### config.mk
export PLATFORM = sky130hd
export DESIGN_NAME = paralelo_serial_tx
export DESIGN_NICKNAME = d
export VERILOG_FILES = /design/src/rtl/paralelo_serial_tx.sv
export SDC_FILE = /design/constraint.sdc
export NUM_CORES = 1
export LEC_CHECK = 0
export ABC_AREA = 1
export BUFFER_PORTS_ARGS = -buffer_cell sky130_fd_sc_hd__buf_2
export CAP_MARGIN = 15
export CORE_MARGIN = 10
export CORE_UTILIZATION = 51
export CTS_CLUSTER_SIZE = 14
export DETAILED_ROUTE_END_ITERATION = 12
export MAX_ROUTING_LAYER = met4
export PLACE_DENSITY = 0.7
export SETUP_SLACK_MARGIN = 0.4
export SLEW_MARGIN = 15
export SYNTH_ARGS = -nofsm -noshare
export SYNTH_HDL_FRONTEND = slang
export SYNTH_SLANG_ARGS = --single-unit
### constraint.sdc
create_clock -name clk_32f -period 1.91 [get_ports clk_32f]
set_clock_uncertainty 0.2 [all_clocks]
set_input_delay 0.0955 -clock clk_32f [delete_from_list [all_inputs] [get_ports clk_32f]]
set_output_delay 0.0955 -clock clk_32f [all_outputs]
set_load 0.02 [all_outputs]
### src/rtl/paralelo_serial_tx.sv
// paralelo_serial_tx: 8-bit parallel to MSB-first serial transmitter with comma sync/idle fill
// Optional TX_BYTE_COUNT_EN adds a 16-bit count of data words sent.
module paralelo_serial_tx #(
  parameter logic [7:0] COMMA = 8'hBC,
  parameter int SYNC_COUNT = 4
) (
  input  logic        clk_32f,
  input  logic        reset_L,
  input  logic [7:0]  data_in,
  input  logic        valid_in,
  output logic        ready_out,
`ifdef TX_BYTE_COUNT_EN
  output logic [15:0] byte_count,
`endif
  output logic        data_out
);
  localparam int SW = $clog2(SYNC_COUNT + 1);
  localparam logic [SW-1:0] SC = SW'(SYNC_COUNT);
  typedef enum logic {SYNC, ACTIVE} state_t;
  state_t state_q, state_d;
  logic [7:0] shreg_q, shreg_d;
  logic [2:0] bit_cnt_q, bit_cnt_d;
  logic [SW-1:0] sync_cnt_q, sync_cnt_d;
  logic load;
  assign load = bit_cnt_q == 3'd7;
  assign data_out = shreg_q[7];
  assign ready_out = load && state_q == ACTIVE;
  always_comb begin
    shreg_d = {shreg_q[6:0], 1'b0};
    bit_cnt_d = bit_cnt_q + 3'd1;
    sync_cnt_d = sync_cnt_q;
    state_d = state_q;
    if (load && state_q == SYNC) begin
      shreg_d = COMMA;
      sync_cnt_d = sync_cnt_q == SC ? SC : sync_cnt_q + SW'(1);
      state_d = sync_cnt_q + SW'(1) == SC ? ACTIVE : SYNC;
    end else if (load) begin
      shreg_d = valid_in ? data_in : COMMA;
    end
  end
  always_ff @(posedge clk_32f or negedge reset_L) begin
    if (!reset_L) begin
      shreg_q <= 8'h00;
      bit_cnt_q <= 3'd7;
      sync_cnt_q <= '0;
      state_q <= SYNC;
    end else begin
      shreg_q <= shreg_d;
      bit_cnt_q <= bit_cnt_d;
      sync_cnt_q <= sync_cnt_d;
      state_q <= state_d;
    end
  end
`ifdef TX_BYTE_COUNT_EN
  logic [15:0] byte_count_q, byte_count_d;
  assign byte_count = byte_count_q;
  assign byte_count_d = ready_out && valid_in ? byte_count_q + 16'd1 : byte_count_q;
  always_ff @(posedge clk_32f or negedge reset_L) begin
    if (!reset_L) byte_count_q <= 16'd0;
    else byte_count_q <= byte_count_d;
  end
`endif
endmodule

==> results of run 1 <==
## cells by family (layout without fill, tap and decap cells)
logic type	Yosys count	count (layout)	share of synthesized area, %
adder cells (fa/ha/maj)	5	5	9.03
AND/OR/NAND/NOR	33	33	22.4
AO/OA/AOI/OAI	8	8	5.77
flip-flops	15	15	54.7
buffers and inverters	13	43	8.12
## sequential cells by signal, summed over array words and instances, names as in the netlist
name / flops
shreg_q: 8
sync_cnt_q: 3
bit_cnt_q: 3
state_q: 1
## what timing repair did
action	in CTS	in global routing
hold endpoints to repair	23	0
gates resized for setup	6	0
pin swaps	2	0
gates cloned	0	0
endpoints found under the setup margin	13	11
hold buffers	12	0
setup buffers	3	0
## where the power goes
| group | switching [W] | internal [W] |
|---|---|---|
| clock | 0.0000945 | 0.0000809 |
| sequential | 0.00000226 | 0.000325 |
| combinational | 0.0000229 | 0.0000292 |
| total | 0.000120 | 0.000435 |
## worst paths after layout
| check | from | end | cells after the start |
|---|---|---|---|
| min | reset_L | shreg_q[7] | 2 |
| min reg2reg | bit_cnt_q[0] | bit_cnt_q[0] | 1 |
| max | bit_cnt_q[1] | ready_out | 5 |
| max reg2reg | bit_cnt_q[1] | sync_cnt_q[2] | 7 |
| max in group asynchronous | reset_L | bit_cnt_q[0] | 2 |
| min in group clk_32f | bit_cnt_q[0] | bit_cnt_q[0] | 1 |
## through the flow
stage                     std cells  total power (W)  setup WS [ns]  utilization [%]  cell area (µm²)
final                           119         0.000555          0.259             75.0              963
after global placement          100         0.000364          0.211             59.4              763
after global routing            119         0.000585          0.197             75.0              963
after detailed placement        100         0.000365          0.183             59.4              763
after CTS                       119         0.000558          0.252             75.0              963
after floorplan                  74         0.000345          0.430                -              696
## area by class of cell
class | count | area, µm² | share of cell area [%]
Tap cell | 15 | 18.8 | 1.95
Timing Repair Buffer | 27 | 209 | 21.7
Clock buffer | 4 | 26.3 | 2.73
Multi-Input combinational cell | 46 | 283 | 29.4
Inverter | 12 | 47.5 | 4.94
Sequential cell | 15 | 379 | 39.4
## cell usage in the layout (no fill, tap or decap), drive strengths merged
cell type / Yosys / final
a21oi: 4 / 4
buf: 1 / 15
clkbuf: 0 / 4
dfrtp: 12 / 12
dfstp: 3 / 3
dlygate4sd3: 0 / 12
ha: 5 / 5
inv: 12 / 12
nand2: 19 / 19
nand3: 4 / 4
nor2: 9 / 9
nor3b: 1 / 1
o21ai: 4 / 4
## Yosys cell counts (all sizes together)
library cell | count | area [µm²]
nand3 | 4 | 20.0
o21ai | 4 | 20.0
nor2 | 9 | 41.3
nor3b | 1 | 12.5
buf | 1 | 11.3
dfrtp | 12 | 300
nand2 | 19 | 81.3
inv | 12 | 45.0
ha | 5 | 62.6
dfstp | 3 | 78.8
a21oi | 4 | 20.0
## worst reg2reg max path, cell delays in order (launching register included)
cell     delay (ns)
dfstp_2        0.56
ha_4           0.15
ha_4           0.15
buf_4          0.16
inv_2          0.08
nor2_4         0.10
nand3_1        0.08
nand2_1        0.06
## layer usage
layer  vias up  routed length [µm]  GRT usage [%]
met1       257                 665           11.0
met5         -                   0              -
met2        12                 796           18.5
met4         0                  21           3.69
li1        284                   -              -
met3         4                  67           4.04
==> out/metrics.yaml, run 1 <==
run_status:
  status: "completed"
global_routing:
  grt_usage_pct: 10.8
  grt_pass1_wl_um: 2730
  grt_pass1_vias: 634
  grt_overflow: 0
  grt_start_max_net_pins: 16
  grt_antenna_before_repair: 0
timing:
  period_needed_ns: 1.65
  slew_viol_final: 0
  worst_pin_slew_ns: 0.346
  slew_headroom_pct: 76.9
  finalSetupTns_ns: 0
  hold_viol: 0
  setup_viol: 0
  whs_ns: 0.0464
  rsz0062_at_grt: "true"
  layout_worst_path_cycle_share_pct: 86.4
  clock.fmax_mhz: 606
layout:
  antennaDiodeCount: 0
  nFillCells: 84
  nets: 121
  area_growth_pct: 39.0
  drive_gt1_share_pct: 28.8
job:
  drv_cap: 0
yosys:
  yosysWarnings: 0
  yosysUniqueCellTypes: 16
  synth.avg_cell_area_um2: 9.37
  synth_nets: 90
  ys_seq_elements: 15
  synth-seq-area-share_pct: 54.7
  synth_cells: 74
  syn-cell-area_um2: 693
setup_path:
  critPathBufInv: 2
  start_kind: "flip-flop"
  crit_chain: "ha_4 -> ha_4 -> nand2_4 -> inv_4 -> buf_6"
  slowest_delay_ns: 0.56
  worstPathRequired_ns: 1.61
  critPathTopFamily: "flip-flops"
  worst_setup_path_end_kind: "output port"
  arrival_ns: 1.36
  crit_top_cell: "ha_4"
  worstPathMaxFanout: 2
  critical_path_class: "reg2out"
  reg2reg_slack_ns: 0.33
  critPathSlowestCell: "dfstp_2"
route:
  vias: 557
  drc_errors: 0
  vias_per_cell: 4.68
  routed_wl_um: 1550
  wire_per_inst_um: 13.0
  drtPass1Iterations: 4
  drt_iter0_drc: 12
  postRouteAntennaNets: 0
clock_network:
  clkTransAtPathRegs_ns: 0.09
  numClockSinks: 15
  clock_insertion_delay_worst_skew_ns: 0.27
  ctsLongestPathBuffers: 2
  cts_tree: "built"
  h-tree-depth: 1
  cts_buffers: 3
  clockRootBuffer: "clkbuf_4"
floorplanning:
  dieHeight_um: 56.9
  num_io_pins: 13
  start_util_pct: 53.9
  rows: 13
  dieWidth_um: 56.9
  dieArea_um2: 3230
  core-area_um2: 1280
place:
  hpwl_um: 993
  portBuffers: 12
  place_congestion: 0.761
power_and_ir_drop:
  p_leak_nw: 0.488
  peakVddDrop_mv: 0.457
  p_per_area_nw_per_um2: 576
worst_hold_path:
  min_path_type: "in2async"
Note: power is estimated with default switching activity, not from simulation.
==> run 2: changes to the inputs <==
--- a/config.mk
+++ b/config.mk
@@ -12,7 +12,6 @@
 export CORE_UTILIZATION = 51
 export CTS_CLUSTER_SIZE = 14
 export DETAILED_ROUTE_END_ITERATION = 12
-export MAX_ROUTING_LAYER = met4
 export PLACE_DENSITY = 0.7
 export SETUP_SLACK_MARGIN = 0.4
 export SLEW_MARGIN = 15
==> out/metrics.yaml, run 2 (synthesis results as in run 1) <==
run_status:
  status: "completed"
floorplanning:
  dieArea_um2: 3230  # unchanged
  dieHeight_um: 56.9  # unchanged
  rows: 13  # unchanged
  dieWidth_um: 56.9  # unchanged
  start_util_pct: 53.9  # unchanged
  num_io_pins: 13  # unchanged
  core-area_um2: 1280  # unchanged
place:
  portBuffers: 12  # unchanged
  dp.cells: 100  # unchanged
  place_congestion: 0.751  # -1.2%
  hpwl_um: 993  # unchanged
  postPlaceCellArea_um2: 763  # unchanged
worst_hold_path:
  min_path_type: "in2async"
timing:
  hold_viol: 0  # unchanged
  clock.fmax_mhz: 605  # about the same
  whs_ns: 0.0459  # -0.000477 ns
  finalSetupTns_ns: 0  # unchanged
  slew_viol_final: 0  # unchanged
  layout_worst_path_cycle_share_pct: 86.5  # about the same
  slew_headroom_pct: 77.0  # about the same
  setup_viol: 0  # unchanged
  period_needed_ns: 1.65  # +0.00104 ns
  worst_pin_slew_ns: 0.345  # -0.00102 ns
  rsz0062_at_grt: "true"
route:
  drt_iter0_drc: 12  # unchanged
  drc_errors: 0  # unchanged
  drtPass1Iterations: 4  # unchanged
  vias: 556  # -0.18%
  routed_wl_um: 1550  # +0.13%
  wire_per_inst_um: 13.0  # +0.13%
  vias_per_cell: 4.67  # -0.18%
  postRouteAntennaNets: 0  # unchanged
setup_path:
  crit_chain: "ha_4 -> ha_4 -> nand2_4 -> inv_4 -> buf_6"
  worstPathRequired_ns: 1.61  # about the same
  r2r-end: "sync_cnt_q[2]"
  arrival_ns: 1.36  # about the same
  r2r_start: "bit_cnt_q[1]"
  start_kind: "flip-flop"
  worst_setup_path_end_kind: "output port"
  reg2reg_depth: 7  # unchanged
  crit_top_cell: "ha_4"
  critPathSlowestCell: "dfstp_2"
  worstPathMaxFanout: 2  # unchanged
  critPathBufInv: 2  # unchanged
  reg2reg_slack_ns: 0.33  # about the same
  slowest_delay_ns: 0.56  # about the same
  critPathTopFamily: "flip-flops"
  critical_path_class: "reg2out"
global_routing:
  grt_usage_pct: 10.6  # -0.23 points
  grt_antenna_before_repair: 0  # unchanged
  grt_start_max_net_pins: 16  # unchanged
  grt_pass1_vias: 632  # -0.32%
  grt_pass1_wl_um: 2730  # +0.26%
  grt_overflow: 0  # unchanged
layout:
  mostFrequentLayoutCells: "nand2_1, dlygate4sd3_1, dfrtp_1"
  final_cell_area_um2: 963  # unchanged
  drive_gt1_share_pct: 28.8  # unchanged
  nFillCells: 84  # unchanged
  largestRegisters: "shreg_q (8), bit_cnt_q (3), sync_cnt_q (3)"
  largest-register: "shreg_q"
  final_common_cell: "nand2_1"
  largest_reg_flops: 8  # unchanged
  area_growth_pct: 39.0  # unchanged
  layout.cells.non_filler: 119  # unchanged
  antennaDiodeCount: 0  # unchanged
  nets: 121  # unchanged
clock_network:
  numClockSinks: 15  # unchanged
  cts_tree: "built"
  clockRootBuffer: "clkbuf_4"
  clock_insertion_delay_worst_skew_ns: 0.27  # about the same
  cts_buffers: 3  # unchanged
  ctsLongestPathBuffers: 2  # unchanged
  h-tree-depth: 1  # unchanged
  clkTransAtPathRegs_ns: 0.09  # about the same
power_and_ir_drop:
  peakVddDrop_mv: 0.457  # about the same
  p_leak_nw: 0.488  # unchanged
  p_per_area_nw_per_um2: 576  # about the same
  power_w: 0.000555  # about the same
job:
  drv_cap: 0  # unchanged
run 2: cell counts in the layout (fill, tap and decap cells not counted):
No cell type changed its count.
run 2: per-layer routing:
metal  share of wire [%]  GRT usage, %
met1                  41          10.6
met2                  51          18.5
met3                 5.7          4.94
met4                 1.4          3.69
met5                   0             0
run 2: power breakdown:
group	internal (W)	leakage, nW	switching (W)	total [W]
sequential	0.000325	0.171	0.00000222	0.000327
combinational	0.0000292	0.302	0.0000229	0.0000521
clock	0.0000809	0.0150	0.0000945	0.000175
total	0.000435	0.488	0.000120	0.000555
run 2: worst max path at each step:
stage | from | cells past startpoint | slack (ns) | end
floorplan | bit_cnt_q[0] | 6 | 0.43 | shreg_q[2]
global placement | bit_cnt_q[0] | 5 | 0.21 | ready_out
detailed placement | bit_cnt_q[0] | 5 | 0.18 | ready_out
CTS | bit_cnt_q[1] | 5 | 0.25 | ready_out
global route | bit_cnt_q[0] | 5 | 0.20 | ready_out
finish | bit_cnt_q[1] | 5 | 0.26 | ready_out
run 2: final cells by class:
class	count	area, µm²	share of cell area [%]
clock buffers	4	26.3	2.73
inverters	12	47.5	4.94
multi-input cells	46	283	29.4
flip-flops and latches	15	379	39.4
well taps	15	18.8	1.95
repair buffers	27	209	21.7
run 2: metrics by stage:
stage / utilization, % / worst slack (ns)
floorplan: - / 0.430
global placement: 59.4 / 0.211
detailed placement: 59.4 / 0.183
CTS: 75.0 / 0.252
global route: 75.0 / 0.197
finish: 75.0 / 0.258
run 2: what timing repair did:
item / 4_1_cts / 5_1_grt
buffers inserted: 3 / 0
hold endpoints to repair: 23 / 0
pin swaps: 2 / 0
resized for setup: 6 / 0
setup endpoints to repair: 13 / 11
hold buffers: 12 / 0
